## config.mk

```make
export PLATFORM = sky130hd
export DESIGN_NAME = dstack_spill
export DESIGN_NICKNAME = d
export VERILOG_FILES = /design/src/rtl/dstack_spill.sv
export SDC_FILE = /design/constraint.sdc
export NUM_CORES = 1
export LEC_CHECK = 0
export BUFFER_PORTS_ARGS = -buffer_cell sky130_fd_sc_hd__buf_2
export CORE_MARGIN = 2
export CORE_UTILIZATION = 50
export CTS_BUF_LIST = sky130_fd_sc_hd__clkbuf_8
export CTS_CLUSTER_SIZE = 14
export DETAILED_ROUTE_END_ITERATION = 7
export GPL_ROUTABILITY_DRIVEN = 0
export GPL_TIMING_DRIVEN = 0
export PLACE_DENSITY_LB_ADDON = 0.2
export SETUP_SLACK_MARGIN = 0.1
export SLEW_MARGIN = 30
export SYNTH_ARGS = -nofsm -noshare
export SYNTH_HDL_FRONTEND = slang
export SYNTH_SLANG_ARGS = --single-unit
```

## constraint.sdc

```tcl
create_clock -name clk -period 4.6 [get_ports clk]
set_input_delay 0.23 -clock clk [delete_from_list [all_inputs] [get_ports clk]]
set_output_delay 0.23 -clock clk [all_outputs]
set_load 0.02 [all_outputs]
```

## src/rtl/dstack_spill.sv

```systemverilog
// dstack_spill: spill/fill engine under the bottom of the core0 data stack.
//
// Words pushed off the dstack bottom land in a small ring buffer. The oldest
// buffered words drain to a LIFO spill region in memory in the background.
// Pops (fills) return the newest buffered word, and the buffer is refilled
// from memory when it runs low. Together with the dstack this behaves as one
// deep LIFO backed by memory.
//
// Ports:
//   clk, reset_n         clock, asynchronous active-low reset
//   spill_base           byte base of the spill region (static while mem_count != 0)
//   spill_valid/data     word lost from the dstack bottom this cycle
//   spill_ready          buffer can take a spill; a spill while low is dropped
//   fill_req             dstack wants its bottom refilled, held until fill_ack
//   fill_ack/data        combinational response carrying the newest word
//   mem_req/we/addr/wdata  memory request, held with stable fields until mem_ack
//   mem_ack/rdata        memory completion at this edge, read data
//   buf_count            valid buffer entries
//   mem_count            words held in the spill region
//   overflow/underflow   one-cycle pulses: spill dropped / fill with nothing stored
//   fsm_state            current engine state (0 idle, 1 write, 2 read)
//
// Handshakes: a spill is taken on any edge where spill_valid && spill_ready;
// a fill is taken on any edge where fill_req && fill_ack; a memory transfer
// completes on any edge where mem_req && mem_ack. No side ever stalls the
// dstack, so a spill presented while spill_ready is low is lost.
module dstack_spill #(
  parameter int WIDTH         = 32,
  parameter int ADDR_WIDTH    = 32,
  parameter int BUF_DEPTH_MAG = 2,
  parameter int MEM_WORDS     = 1024
) (
  input  logic                     clk,
  input  logic                     reset_n,
  input  logic [ADDR_WIDTH-1:0]    spill_base,
  input  logic                     spill_valid,
  input  logic [WIDTH-1:0]         spill_data,
  output logic                     spill_ready,
  input  logic                     fill_req,
  output logic                     fill_ack,
  output logic [WIDTH-1:0]         fill_data,
  output logic                     mem_req,
  output logic                     mem_we,
  output logic [ADDR_WIDTH-1:0]    mem_addr,
  output logic [WIDTH-1:0]         mem_wdata,
  input  logic                     mem_ack,
  input  logic [WIDTH-1:0]         mem_rdata,
  output logic [BUF_DEPTH_MAG:0]   buf_count,
  output logic [ADDR_WIDTH-1:0]    mem_count,
  output logic                     overflow,
  output logic                     underflow,
  output logic [1:0]               fsm_state
);

  localparam int BUF_DEPTH = 1 << BUF_DEPTH_MAG;
  localparam int CW        = BUF_DEPTH_MAG + 1;

  typedef enum logic [1:0] {
    IDLE  = 2'd0,
    WRITE = 2'd1,
    READ  = 2'd2
  } state_t;

  state_t                   state;
  logic [WIDTH-1:0]         buf_mem [BUF_DEPTH];
  logic [BUF_DEPTH_MAG-1:0] head;
  logic [BUF_DEPTH_MAG-1:0] tail;
  logic [CW-1:0]            count_q;
  logic [ADDR_WIDTH-1:0]    mcount_q;

  logic [BUF_DEPTH_MAG-1:0] head_m1;
  logic [BUF_DEPTH_MAG-1:0] tail_m1;
  logic [CW-1:0]            avail;
  logic [CW:0]              occupied;
  logic                     spill_acc;
  logic                     fill_acc;
  logic                     wr_done;
  logic                     rd_done;
  logic                     want_write;
  logic                     want_read;
  logic [CW-1:0]            cnt_inc;
  logic [CW-1:0]            cnt_dec;

  assign head_m1 = head - 1'b1;
  assign tail_m1 = tail - 1'b1;

  // While a drain is in flight the tail entry is still counted but belongs to
  // the memory write, so it cannot be handed to the dstack.
  assign avail    = count_q - ((state == WRITE) ? CW'(1) : CW'(0));
  // A pending refill owns slot tail-1, so it counts against free space.
  assign occupied = (CW+1)'(count_q) + ((state == READ) ? (CW+1)'(1) : (CW+1)'(0));

  assign fill_ack    = fill_req && (avail != '0);
  assign fill_data   = buf_mem[head_m1];
  assign spill_ready = (occupied < (CW+1)'(BUF_DEPTH));

  assign spill_acc = spill_valid && spill_ready;
  assign fill_acc  = fill_ack;
  assign wr_done   = (state == WRITE) && mem_ack;
  assign rd_done   = (state == READ) && mem_ack;

  assign want_write = (count_q >= CW'(BUF_DEPTH - 1)) && (mcount_q < ADDR_WIDTH'(MEM_WORDS));
  assign want_read  = (count_q <= CW'(1)) && (mcount_q != '0);

  // A simultaneous spill and fill cancel out in the count.
  assign cnt_inc = ((spill_acc && !fill_acc) ? CW'(1) : CW'(0)) + (rd_done ? CW'(1) : CW'(0));
  assign cnt_dec = ((fill_acc && !spill_acc) ? CW'(1) : CW'(0)) + (wr_done ? CW'(1) : CW'(0));

  assign buf_count = count_q;
  assign mem_count = mcount_q;
  assign fsm_state = state;

  // Buffer storage. Spill and refill target distinct slots: a refill is only
  // pending when spill_ready leaves at least two free slots.
  always_ff @(posedge clk) begin
    if (spill_acc && fill_acc) begin
      buf_mem[head_m1] <= spill_data;
    end else if (spill_acc) begin
      buf_mem[head] <= spill_data;
    end
    if (rd_done) begin
      buf_mem[tail_m1] <= mem_rdata;
    end
  end

  always_ff @(posedge clk or negedge reset_n) begin
    if (!reset_n) begin
      state     <= IDLE;
      head      <= '0;
      tail      <= '0;
      count_q   <= '0;
      mcount_q  <= '0;
      mem_req   <= 1'b0;
      mem_we    <= 1'b0;
      mem_addr  <= '0;
      mem_wdata <= '0;
      overflow  <= 1'b0;
      underflow <= 1'b0;
    end else begin
      overflow  <= spill_valid && !spill_ready;
      underflow <= fill_req && (count_q == '0) && (mcount_q == '0) && (state == IDLE);

      if (spill_acc && !fill_acc) begin
        head <= head + 1'b1;
      end else if (fill_acc && !spill_acc) begin
        head <= head_m1;
      end
      count_q <= count_q + cnt_inc - cnt_dec;

      case (state)
        IDLE: begin
          if (want_write) begin
            state     <= WRITE;
            mem_req   <= 1'b1;
            mem_we    <= 1'b1;
            mem_addr  <= spill_base + (mcount_q << 2);
            mem_wdata <= buf_mem[tail];
          end else if (want_read) begin
            state    <= READ;
            mem_req  <= 1'b1;
            mem_we   <= 1'b0;
            mem_addr <= spill_base + ((mcount_q - 1'b1) << 2);
          end
        end
        WRITE: begin
          if (mem_ack) begin
            state    <= IDLE;
            mem_req  <= 1'b0;
            tail     <= tail + 1'b1;
            mcount_q <= mcount_q + 1'b1;
          end
        end
        READ: begin
          if (mem_ack) begin
            state    <= IDLE;
            mem_req  <= 1'b0;
            tail     <= tail_m1;
            mcount_q <= mcount_q - 1'b1;
          end
        end
        default: begin
          state   <= IDLE;
          mem_req <= 1'b0;
        end
      endcase
    end
  end

endmodule

```

---- Yosys cells after proc, flatten, opt, wreduce, memory -nomap -nowiden ----
Memories as Yosys holds them, arrays and structs flattened. A register that Yosys moved wholly into a read port is not among the register bits.
Cells that the tools add are included.
word-level totals
  memories kept ........................... 1
  bits of input ports ..................... 101
  output and inout bits ................... 139
  memory bits (writable) .................. 128
  flip-flop bits (word level) ............. 77
cells by class
  multiplexer cells ....................... 36
  add/sub/neg operators ................... 14
  order comparisons ....................... 4
  equality and inequality tests ........... 6
  reductions and logical operators ........ 31
memories
  name     depth  bits a word  rd ports  clocked after memory_dff  wr ports  line  RTL
  buf_mem  4      32           2         1                         2         65    logic [WIDTH-1:0] buf_mem [BUF_DEPTH];
operators by type and width
  cell                   count
  $mux 32                5
  $add 32x32->32         2
  $pmux 32 s2            1
  $add 32x1->32 const B  1
  $logic_not 32->1       1
  $lt 32x11->1 const B   1
  $reduce_bool 32->1     1
  $reduce_or 32->1       1
  $sub 32x1->32 const B  1
  $mux 1                 19
  $mux 2                 8
  $logic_and 1x1->1      13
  $pmux 2 s2             2
  $reduce_and 2->1       3
  $reduce_bool 2->1      3
  $add 1x1->2            2
  $add 2x1->2 const B    2
  $add 3x1->4            1
  $logic_not 1->1        4
  $lt 4x3->1 const B     1
  $ne 2x2->1 const B     2
  $sub 2x1->2 const B    2
  $add 3x2->3            1
  $ge 3x2->1 const B     1
  other kinds (13)       13

---- Longest topological paths before layout ----
Gate-level depths: netlist (run 1).
  depth in word-level cells ............... 11
  mapped depth ............................ 18
  depth with buffers taken out ............ 16

---- Worst setup path before layout (run 1) ----
Ideal clock, no wire load.
  path type ............................... register -> register
  from .................................... reg state[0], in the netlist fsm_state[0]
  to ...................................... mem buf_mem[0][0] (enable)
  arrival time ............................ 4,660 ps
  setup slack ............................. -526 ps
  buffers on the path ..................... 1
  stages on the path, launching flop included .. 11
  required time ........................... 4,134 ps
  path through ............................ dfrtp_1 -> inv_1 -> ha_1 -> clkbuf_1 -> a31oi_1 -> and2_1 -> ha_1 -> inv_1 -> ha_1 -> inv_1 -> o21ai_0
RTL lines
  element                 line  RTL
  from (decl)             64    state_t state;
  from (signal assigned)  128   state <= IDLE;
  from (signal assigned)  153   state <= WRITE;
  from (signal assigned)  159   state <= READ;
  to (decl)               65

---- Worst setup path in the final report (run 1) ----
  from .................................... reg mcount_q[15], in the netlist mem_count[15]
  to ...................................... reg mem_addr[30]
on the way
  word-level cells in the longest chain between the ends .. 4
  elaborated cells between the ends (all ways) .. 11
  those cells by class .................... add/sub (3); order compare (1); mux (2); reduce/logical (5)
RTL lines
  element                                              line  RTL
  from (decl)                                          69    logic [ADDR_WIDTH-1:0] mcount_q;
  from (signal assigned)                               170   mcount_q <= mcount_q + 1'b1;
  from (signal assigned)                               178   mcount_q <= mcount_q - 1'b1;
  $sub 32x1->32 (tied with other cells)                -
  $add 32x32->32 (tied with other cells)               162   mem_addr <= spill_base + ((mcount_q - 1'b1) << 2);
  $mux 32 / $reduce_bool 2->1 (equally long branches)  -
  $mux 32 / $reduce_and 2->1 (equally long branches)   -
  to (signal assigned)                                 156   mem_addr <= spill_base + (mcount_q << 2);
  to (signal assigned)                                 162
  to (decl)                                            44    output logic [ADDR_WIDTH-1:0] mem_addr,
Several ways; a longest one is shown, not always the timed one. The select of a mux whose other input is x is not followed.
A chain may end at the register's enable or synchronous reset.

==> reports/summary.txt, run 1 <==
Outcome - complete, no violations
GRT Overall Usage - 0.257
Pwr/cell area - 628 nW/µm²
CTS clk-pin slew, worst paths - 60 ps
Layout cells sized above 1 - 0.388
Worst path slowest cell - or3_1
First-pass detailed-route iteration total - 5
Final hold slack - 30.5 ps
CTS tree - built
Max FO, Critical Path - 8
Final ANT Viol Nets - 0
Synth Area in Compound Gates - 0.0736
Seq/Total Area, Yosys - 0.463
Grt ovf - 0
First-pass GRT wire length - 60100 µm
Cells after Synth - 1176
Detailed Place HPWL - 28100 µm
Die Span Y - 173 µm
H-Tree Level Count - 2
Critical path class - register to register
Post-layout min period - 4440 ps
Die area - 29800 µm²
Core area - 27900 µm²
Mapped Nets - 1330
Vias/cell - 5.69
Crit path max-delay family - compound AO/OA/AOI/OAI gates
Final Setup Violations - 0
Mapped Area - 14200 µm²
Clock Latency Late Sink - 540 ps
Yosys warnings - 0
Synth cell types - 68
HP Class - input pin to register
Final hold vios - 0
Die Span X - 173 µm
Max clock buf depth - 3
CTS Buf Count - 42
Relative slew slack - 0.414
Dominant cell type by area after synthesis - edfxtp_1
Synth top area share - 0.271
Starting DRT DRC Count - 909
CP Data Required Time - 5030 ps
Routed wire length - 38700 µm
Critical path buffers and inverters - 2
Worst VDD drop - 0.000371 V
Post-route setup TNS - 0 ps
Clock Skews - 17.7 ps
I/O pin count - 240
Final Cycle Share - 0.964
#FFs+latches synth - 237
Critical path cell sequence - buf_2, nor4_4, nand4_1, or3_1, buf_2, nand2_2, nor3_1, xor2_1, ha_2, a211o_1, a21oi_1, o21ai_2, a31o_2, a211oi_4, o2111ai_2, and4_1, a211o_1
Largest net degree at the start of global routing - 79
Top post-synthesis cells by area - edfxtp_1 27%, dfrtp_1 19%, mux2_2 13%
Max Cap Viol - 0
CP max stage delay - 410 ps
Vias in the first global route - 10900
Synth Area in XOR/XNOR - 0.0530
Leak - 7.31 nW
Unrepaired setup endpoints after global routing - true
Post-synthesis adder-cell area fraction - 0.0483
Ys flop type - edfxtp_1
Root buf cell - clkbuf_8
Clock Sinks - 237
WP data arrival - 4870 ps
Antenna violations before repair - 6
Mux cell area share after synthesis - 0.233
Reg2Reg Setup Slack - 160 ps
Post-synth EDFFs - 128
Startpoint type of the worst setup path - register
Post-Synth Simple-Gate Area - 0.0990
Port bufs - 239
Slew Viols, Final - 0
CP Capture Type - register
Largest family of logic cells by synthesized area - multiplexers
Area grow syn2layout - 21.4%
Slew @ Worst Pin - 879 ps
Final net count - 1639
FFs w/ async S/R, synth - 0.460
Starting Density - 0.510
FMAX - 225 MHz
Vias - 10800
Drt drc - 0
FP Rows - 61
Post-Syn Area per Cell - 12.1 µm²
WL/cell - 20.4 µm
[stage by stage]
step | cell area, µm² | utilization | power [mW] | std cells | setup WS [ps]
CTS | 17200 | 0.616 | 10.9 | 1893 | 112
global route | 17200 | 0.619 | 11.5 | 1897 | 11.7
detailed placement | 16100 | 0.579 | 8.92 | 1802 | -875
global placement | 15900 | 0.570 | 8.71 | 1793 | -2540
floorplan | 14200 | - | 7.09 | 1176 | -526
finish | 17200 | 0.619 | 10.8 | 1899 | 164
[report_power, final]
part | switching [mW] | leakage, nW | internal, mW
logic | 3.28 | 4.28 | 2.30
clock network | 0.882 | 0.483 | 0.981
registers | 0.378 | 2.54 | 3.01
[placed cells by master (no fill, tap or decap), types with 5 or more instances in the layout]
master,synthesis,final
buf_16,0,6
o21ai_0,53,47
o21bai_1,5,5
nand2_1,120,119
clkbuf_2,0,6
xor2_1,30,29
edfxtp_1,128,128
buf_1,20,17
inv_1,29,49
nor2_1,66,65
or3_1,6,6
nor2b_1,5,5
clkbuf_1,42,36
nand3_1,13,13
nor4_1,9,6
a31oi_1,6,6
dlygate4sd3_1,0,14
mux4_2,64,64
a21o_1,15,15
mux2_2,162,162
and3_1,10,10
nand4_1,19,19
xnor2_1,56,56
buf_2,10,250
a21oi_1,42,41
ha_1,50,49
nor3_1,24,21
dfrtp_1,109,108
buf_4,3,6
clkbuf_8,0,47
[cell usage after synthesis, types with 24 or more instances]
library cell	n
ha_1	50
inv_1	29
edfxtp_1	128
dfrtp_1	109
nor3_1	24
xnor2_1	56
mux2_2	162
xor2_1	30
nor2_1	66
nand2_1	120
o21ai_0	53
a21oi_1	42
mux4_2	64
clkbuf_1	42
[cell type report]
cell class | count | area (µm²)
Antenna cell | 4 | 10.0
Buffer | 77 | 348
Clock buffer | 46 | 633
Clock inverter | 30 | 159
Fill cell | 2279 | 10600
Inverter | 29 | 109
Multi-Input combinational cell | 833 | 7370
Sequential cell | 237 | 6570
Tap cell | 378 | 473
Timing Repair Buffer | 265 | 1580
[what timing repair did]
item / CTS / global route
hold buffers: 14 / 0
endpoints found under the setup margin: 19 / 7
endpoints found under the hold margin: 124 / 0
gates resized for setup: 14 / 20
buffers inserted: 1 / 2
pin swaps: 2 / 5
[final timing paths]
kind / from / end / cells after the start
worst max register to register: mem_count[15] / mem_addr[30] / 17
worst min register to register: mem_addr[26] / mem_addr[26] / 2
worst min-delay path: mem_rdata[21] / buf_mem[2][21] / 2
min in group asynchronous: reset_n / mem_addr[28] / 2
worst max-delay path: mem_count[15] / mem_addr[30] / 17
max in group asynchronous: reset_n / mem_wdata[27] / 3
[cells by family after synthesis]
family | count (synthesis)
multiplexers | 230
XOR/XNOR | 86
AND/OR/NAND/NOR | 298
flip-flops | 237
adder cells (fa/ha/maj) | 53
AO/OA/AOI/OAI | 166
buffers and inverters | 106
[layer usage]
layer  track usage  vias to the layer above  part of all wire
met4        0.0787                        4             0.027
met2         0.447                      418              0.51
met5             0                        -           0.00070
li1              -                     5013                 -
met1         0.318                     5302              0.39
met3        0.0600                       73             0.078
[flip-flops by register name (all words and copies together) (netlist names)]
name	flops
buf_count	3
buf_mem	128
fsm_state	2
head	2
mem_addr	32
mem_count	32
mem_req	1
mem_wdata	32
mem_we	1
overflow	1
tail	2
underflow	1
No activity file was read; power rests on OpenSTA's default activity.
==> run 2, diff against run 1 <==
--- a/config.mk
+++ b/config.mk
@@ -12,7 +12,6 @@
 export CTS_CLUSTER_SIZE = 14
 export DETAILED_ROUTE_END_ITERATION = 7
 export GPL_ROUTABILITY_DRIVEN = 0
-export GPL_TIMING_DRIVEN = 0
 export PLACE_DENSITY_LB_ADDON = 0.2
 export SETUP_SLACK_MARGIN = 0.1
 export SLEW_MARGIN = 30
==> constraint.sdc (replaced) <==
create_clock -name clk -period 4.9 [get_ports clk]
set_input_delay 0.245 -clock clk [delete_from_list [all_inputs] [get_ports clk]]
set_output_delay 0.245 -clock clk [all_outputs]
set_load 0.02 [all_outputs]
==> run 2 against run 1 <==
Net effect: wire length fell by 3.0%; combinational power fell by 16%; clock skew fell by 3.2 ps; critical path depth fell by 3; non-clock buffer count fell by 77; setup slack improved by 210 ps; fmax fell by 2.0%; core utilization fell by 1.6 points; largest cell class unchanged; highest routed layer unchanged.
==> reports/summary.txt, run 2 (synthesis results as in run 1) <==
Critical path buffers and inverters - 0 (-2)
Final net count - 1563 (-4.6%)
Post-CTS Resized - 0 (-14)
Clock Skews - 14.5 ps (-3.19 ps)
Number of flip-flops in the largest register - 128 (unchanged)
Die area - 29800 µm² (unchanged)
Area grow syn2layout - 18.3%
Clock Latency Late Sink - 550 ps (about the same)
Worst path slowest cell - or3_1
CTS Buf Count - 43 (+2.4%)
Unrepaired setup endpoints after global routing - false
Post-layout min period - 4530 ps (+92.3 ps)
First-pass detailed-route iteration total - 5 (unchanged)
Relative slew slack - 0.507 (+0.0924)
CP Capture Type - register
Final hold vios - 0 (unchanged)
Die Span Y - 173 µm (unchanged)
Hold_sp - mem_rdata[6]
HP Class - input pin to register
Starting DRT DRC Count - 864 (-5.0%)
Vias/cell - 5.74 (+0.82%)
Clock Sinks - 237 (unchanged)
GRT Overall Usage - 0.253 (-0.00404)
Reg2Reg Setup Slack - 370 ps (+210 ps)
Fillers - 2356 (+3.4%)
Crit path max-delay family - compound AO/OA/AOI/OAI gates
Routed wire length - 37600 µm (-3.0%)
Commonest non-fill, non-tap cell in the layout - buf_2
Slew Viols, Final - 0 (unchanged)
Port bufs - 239 (unchanged)
Core area - 27900 µm² (unchanged)
Final hold slack - 32.0 ps (+1.51 ps)
Largest net degree at the start of global routing - 59 (-25%)
Grt ovf - 0 (unchanged)
FMAX - 221 MHz (-2.0%)
Reg-to-reg startpoint - mem_count[26]
Vias - 10500 (-3.3%)
CTS Hold Buffers Added - 4 (-10)
Root buf cell - clkbuf_8
FP Rows - 61 (unchanged)
Leak - 7.11 nW (-2.8%)
Outcome - complete, no violations
Reg2reg path depth - 14 (-3)
Detailed Place HPWL - 26000 µm (-7.5%)
CTS tree - built
CTS clk-pin slew, worst paths - 60 ps (about the same)
WL/cell - 20.6 µm (+1.1%)
WP data arrival - 4960 ps (+90 ps)
Final Setup Violations - 0 (unchanged)
Reg-to-Reg End - mem_addr[30]
Antenna violations before repair - 3 (-3)
H-Tree Level Count - 2 (unchanged)
Max Cap Viol - 0 (unchanged)
Die Span X - 173 µm (unchanged)
Layout cells sized above 1 - 0.399 (+0.0112)
Final Cycle Share - 0.924 (-0.0402)
Hold Path End - buf_mem[1][6]
Pwr/cell area - 604 nW/µm² (-3.7%)
CP Data Required Time - 5330 ps (+300 ps)
Max clock buf depth - 3 (unchanged)
Biggest register - buf_mem
Slew @ Worst Pin - 740 ps (-139 ps)
Critical path class - register to register
Worst VDD drop - 0.000334 V (-10%)
I/O pin count - 240 (unchanged)
Max FO, Critical Path - 8 (unchanged)
Starting Density - 0.510 (unchanged)
Drt drc - 0 (unchanged)
Hold path depth - 2 (unchanged)
CP max stage delay - 590 ps (+180 ps)
First-pass GRT wire length - 59200 µm (-1.4%)
Cell Count, Final, Fillers Out - 1821 (-4.1%)
Final ANT Viol Nets - 0 (unchanged)
Most frequent cells in the layout - 238 x buf_2, 162 x mux2_2, 128 x edfxtp_1
Vias in the first global route - 10700 (-2.5%)
Critical path cell sequence - nor4_1, nand3_2, or3_1, nor2_1, a21oi_1, fa_1, a21o_1, a221oi_2, o21ai_1, a31o_2, a211oi_2, o2111ai_1, and4_1, a211o_1
Startpoint type of the worst setup path - register
Setup Fix Bufs, Post-CTS - 0 (-1)
Placed insts - 1738 (-3.6%)
[run 2: changes by cell type in the layout (fill, tap and decap cells not counted), sizes merged]
| cell | previous run | this run |
|---|---|---|
| buf | 285 | 261 |
| inv | 51 | 39 |
| clkinv | 7 | 13 |
| diode | 4 | 1 |
| clkinvlp | 0 | 1 |
| dlygate4sd3 | 14 | 4 |
| bufinv | 1 | 5 |
| clkbuf | 89 | 49 |
[run 2: worst reg2reg max path: stages, from the launching register on]
cell	delay, ps
dfrtp_1	450
nor4_1	480
nand3_2	300
or3_1	590
nor2_1	140
a21oi_1	80
fa_1	450
a21o_1	220
a221oi_2	320
o21ai_1	180
a31o_2	320
a211oi_2	250
o2111ai_1	160
and4_1	230
a211o_1	260
[run 2: through the flow]
stage | power (mW) | setup TNS, ps | util | area [µm²] | worst slack [ps]
after CTS | 10.2 | 0 | 0.603 | 16800 | 420
after global routing | 10.8 | 0 | 0.603 | 16800 | 139
final | 10.2 | 0 | 0.603 | 16800 | 371
after global placement | 8.10 | 0 | 0.566 | 15800 | 569
after floorplan | 6.65 | -26940 | - | 14200 | -226
after detailed placement | 8.18 | 0 | 0.568 | 15800 | 431
[run 2: final cells by class]
type	instances	area, µm²	share of cell area
clock inverter	29	260	0.0155
timing repair buffer	265	1440	0.0859
sequential	237	6580	0.392
inverter	29	109	0.00648
tap	378	473	0.0282
multi-input combinational	833	7260	0.432
clock buffer	49	674	0.0401
antenna	1	2.50	0.000149
[run 2: worst max path at each step]
| stage | from | end | cells after the start |
|---|---|---|---|
| detailed placement | mem_count[26] | mem_addr[30] | 14 |
| global placement | mem_count[16] | mem_addr[30] | 14 |
| finish | mem_count[26] | mem_addr[30] | 14 |
| global route | mem_count[24] | mem_addr[30] | 14 |
| floorplan | fsm_state[0] | buf_mem[0][0] | 10 |
| CTS | mem_count[26] | mem_addr[30] | 14 |
[run 2: where the power goes]
part	internal, mW	leakage (nW)	switching [mW]
combinational	1.97	4.06	2.72
clock	1.18	0.507	0.854
sequential	2.83	2.54	0.593
total	5.99	7.11	4.16
[run 2: per-layer routing]
layer  GRT usage  part of all wire  up-vias
li1            -                 -     4857
met5           0           0.00072        -
met4      0.0584             0.016        4
met1       0.307              0.38     5172
met2       0.454              0.52      364
met3      0.0613             0.075       54
==> run 3, diff against run 2 <==
--- a/config.mk
+++ b/config.mk
@@ -5,6 +5,7 @@
 export SDC_FILE = /design/constraint.sdc
 export NUM_CORES = 1
 export LEC_CHECK = 0
+export ABC_AREA = 1
 export BUFFER_PORTS_ARGS = -buffer_cell sky130_fd_sc_hd__buf_2
 export CORE_MARGIN = 2
 export CORE_UTILIZATION = 50
==> run 3 against run 2 <==
Net effect: sequential power down 4%; cell area up 8.1%; cell count grew 48%.
==> reports/summary.txt, run 3 <==
Outcome - complete, no violations
Seq/Total Area, Yosys - 0.424 (-0.0388)
Reg2Reg Setup Slack - 1220 ps (+850 ps)
Fin worst setup slack - 1220 ps (+849 ps)
WP data arrival - 4130 ps (-830 ps)
Grt ovf - 0 (unchanged)
Post-synth top cells - 462 x nand2_1, 286 x nor2_1, 268 x o21ai_0
Layout cells sized above 1 - 0.156 (-0.244)
Slew Viols, Final - 0 (unchanged)
Fillers - 2828 (+20%)
Relative slew slack - 0.411 (-0.0957)
CTS tree - built
First-pass GRT wire length - 76600 µm (+29%)
Clock Skews - 41.1 ps (+26.6 ps)
Hold Path End - buf_mem[2][29]
Mapped Area - 15500 µm² (+9.2%)
First-pass detailed-route iteration total - 6 (+1)
Final Setup Violations - 0 (unchanged)
Reg-to-Reg End - mem_addr[22]
Root buf cell - clkbuf_8
Most numerous cell in the Yosys netlist - nand2_1
Critical path cell sequence - nor2_2, nand2_1, nor2_1, nand2_1, inv_2, nand2_4, inv_2, nand2_1, o21ai_0, inv_1, ha_1, nand2_1, nand2_1, o21ai_0, o21ai_0, nand2_1, nand2_1, nand3_1, nand2_1, nand2_1, nand3_1, nand2_1
Detailed Place HPWL - 34100 µm (+31%)
Post-Syn Area per Cell - 7.62 µm² (-37%)
Most frequent cells in the layout - 458 x nand2_1, 284 x nor2_1, 264 x o21ai_0
Die Span X - 180 µm (+4.4%)
Max FO, Critical Path - 27 (+19)
Setup Fix Bufs, Post-CTS - 0 (unchanged)
Worst path slowest cell - dfrtp_1
Hold_sp - spill_data[29]
Vias in the first global route - 14500 (+36%)
Reg2reg path depth - 22 (+8)
CP Data Required Time - 5350 ps (+20 ps)
Final hold vios - 0 (unchanged)
Starting DRT DRC Count - 1274 (+47%)
Drt drc - 0 (unchanged)
Unrepaired setup endpoints after global routing - false
Number of flip-flops in the largest register - 128 (unchanged)
Critical path buffers and inverters - 3 (+3)
Max Cap Viol - 0 (unchanged)
Flop pwr share - 0.292 (-0.046)
Post-layout min period - 3680 ps (-849 ps)
Ys flop type - edfxtp_1
Comb power frac - 0.540 (+0.078)
FMAX - 272 MHz (+23%)
Clock Sinks - 237 (unchanged)
Synth top area share - 0.248 (-0.0227)
Yosys warnings - 0 (unchanged)
Antenna violations before repair - 1 (-2)
Clock Latency Late Sink - 580 ps (+30 ps)
Largest net degree at the start of global routing - 66 (+12%)
Vias/cell - 5.60 (-2.5%)
H-Tree Level Count - 2 (unchanged)
GRT Overall Usage - 0.294 (+0.0413)
Post-synth EDFFs - 128 (unchanged)
CTS Buf Count - 43 (unchanged)
DP Worst Slack - 1270 ps (+837 ps)
Commonest non-fill, non-tap cell in the layout - nand2_1
Die area - 32400 µm² (+8.9%)
Final net count - 2416 (+55%)
Dominant cell type by area after synthesis - edfxtp_1
#FFs+latches synth - 237 (unchanged)
Starting Density - 0.507 (-0.00299)
Final ANT Viol Nets - 0 (unchanged)
Clock power frac - 0.168 (-0.033)
Cells after Synth - 2034 (+73%)
# diodes - 0 (-1)
CTS clk-pin slew, worst paths - 60 ps (about the same)
CP max stage delay - 520 ps (-70 ps)
Slew @ Worst Pin - 883 ps (+143 ps)
Leak - 9.00 nW (+27%)
Die Span Y - 180 µm (+4.4%)
Final Cycle Share - 0.751 (-0.173)
WL/cell - 18.2 µm (-12%)
Psw - 5.58 mW (+34%)
Switching share of power - 0.497 (+0.0871)
CTS Hold Buffers Added - 35 (+31)
Critical path class - register to register
Biggest register - buf_mem
HP Class - input pin to register
Post-CTS Resized - 0 (unchanged)
Routed wire length - 48900 µm (+30%)
Worst VDD drop - 0.000290 V (-13%)
Vias - 15000 (+44%)
CP dominant cell by count - nand2_1
Synth cell types - 43 (-37%)
Startpoint type of the worst setup path - register
I/O pin count - 240 (unchanged)
FP Rows - 64 (+4.9%)
Reg-to-reg startpoint - mem_count[24]
Area grow syn2layout - 17.1%
Top post-synthesis cells by area - edfxtp_1 25%, dfrtp_1 18%, nand2_1 11%
Pwr/cell area - 618 nW/µm² (+2.3%)
CP Capture Type - register
Hold path depth - 3 (+1)
Final hold slack - 8.74 ps (-23.2 ps)
Port bufs - 239 (unchanged)
Mapped Nets - 2188 (+65%)
Internal - 5.65 mW (-5.7%)
FFs w/ async S/R, synth - 0.460 (unchanged)
Crit path max-delay family - simple AND/OR/NAND/NOR gates
Max clock buf depth - 3 (unchanged)
Total power - 11.2 mW (+11%)
Core area - 30600 µm² (+9.8%)
[run 3: worst max path at each step]
stage | from | depth (start not counted) | endpoint | slack [ps]
floorplan | fsm_state[0] | 12 | buf_mem[1][0] | -250
global placement | mem_count[24] | 19 | mem_addr[16] | 1320
detailed placement | mem_count[24] | 19 | mem_addr[16] | 1270
CTS | mem_count[24] | 19 | mem_addr[16] | 1260
global route | mem_count[18] | 22 | mem_addr[22] | 810
finish | mem_count[24] | 22 | mem_addr[22] | 1220
[run 3: cell type report]
type / count / area (µm²) / area share
clock buffer: 48 / 661 / 0.0364
tap: 396 / 495 / 0.0273
clock inverter: 26 / 183 / 0.0101
multi-input combinational: 1488 / 7780 / 0.429
inverter: 197 / 739 / 0.0407
timing repair buffer: 295 / 1720 / 0.0947
sequential: 237 / 6570 / 0.362
[run 3: worst register-to-register path, stage by stage (launching register included)]
cell     delay, ps
dfrtp_1        520
nor2_2         190
nand2_1         80
nor2_1         150
nand2_1        120
inv_2           90
nand2_4        130
inv_2          370
nand2_1         80
o21ai_0         90
inv_1          120
ha_1           340
nand2_1         60
nand2_1         60
o21ai_0        140
o21ai_0        410
nand2_1        130
nand2_1        140
nand3_1        110
nand2_1         80
nand2_1         50
nand3_1         70
nand2_1         50
[run 3: kinds of logic after synthesis]
kind of cell    synth area share
simple gates               0.235
compound gates             0.165
buf+inv                   0.0786
flops                      0.424
xor+xnor                  0.0322
fa+ha+maj                 0.0442
mux                       0.0207
[run 3: metal layers]
metal	up-vias	share of wire	global-route usage
li1	7264	-	-
met1	6924	0.39	0.370
met2	724	0.48	0.500
met3	126	0.088	0.0477
met4	0	0.040	0.131
met5	-	0	0
[run 3: metrics by stage]
stage	std cells	TNS, ps	util	cell area (µm²)
finish	2687	0	0.594	18200
global placement	2577	0	0.554	16900
detailed placement	2577	0	0.554	16900
floorplan	2034	-22690	-	15500
global route	2687	0	0.594	18200
CTS	2686	0	0.593	18100
[run 3: power groups by stage]
| stage | Sequential [mW] | Clock [mW] | Combinational (mW) |
|---|---|---|---|
| floorplan | 3.42 | 0 | 3.93 |
| global placement | 3.28 | 0 | 5.90 |
| detailed placement | 3.31 | 0 | 5.98 |
| CTS | 3.27 | 1.91 | 6.03 |
| global route | 3.37 | 2.00 | 6.67 |
| finish | 3.28 | 1.88 | 6.06 |
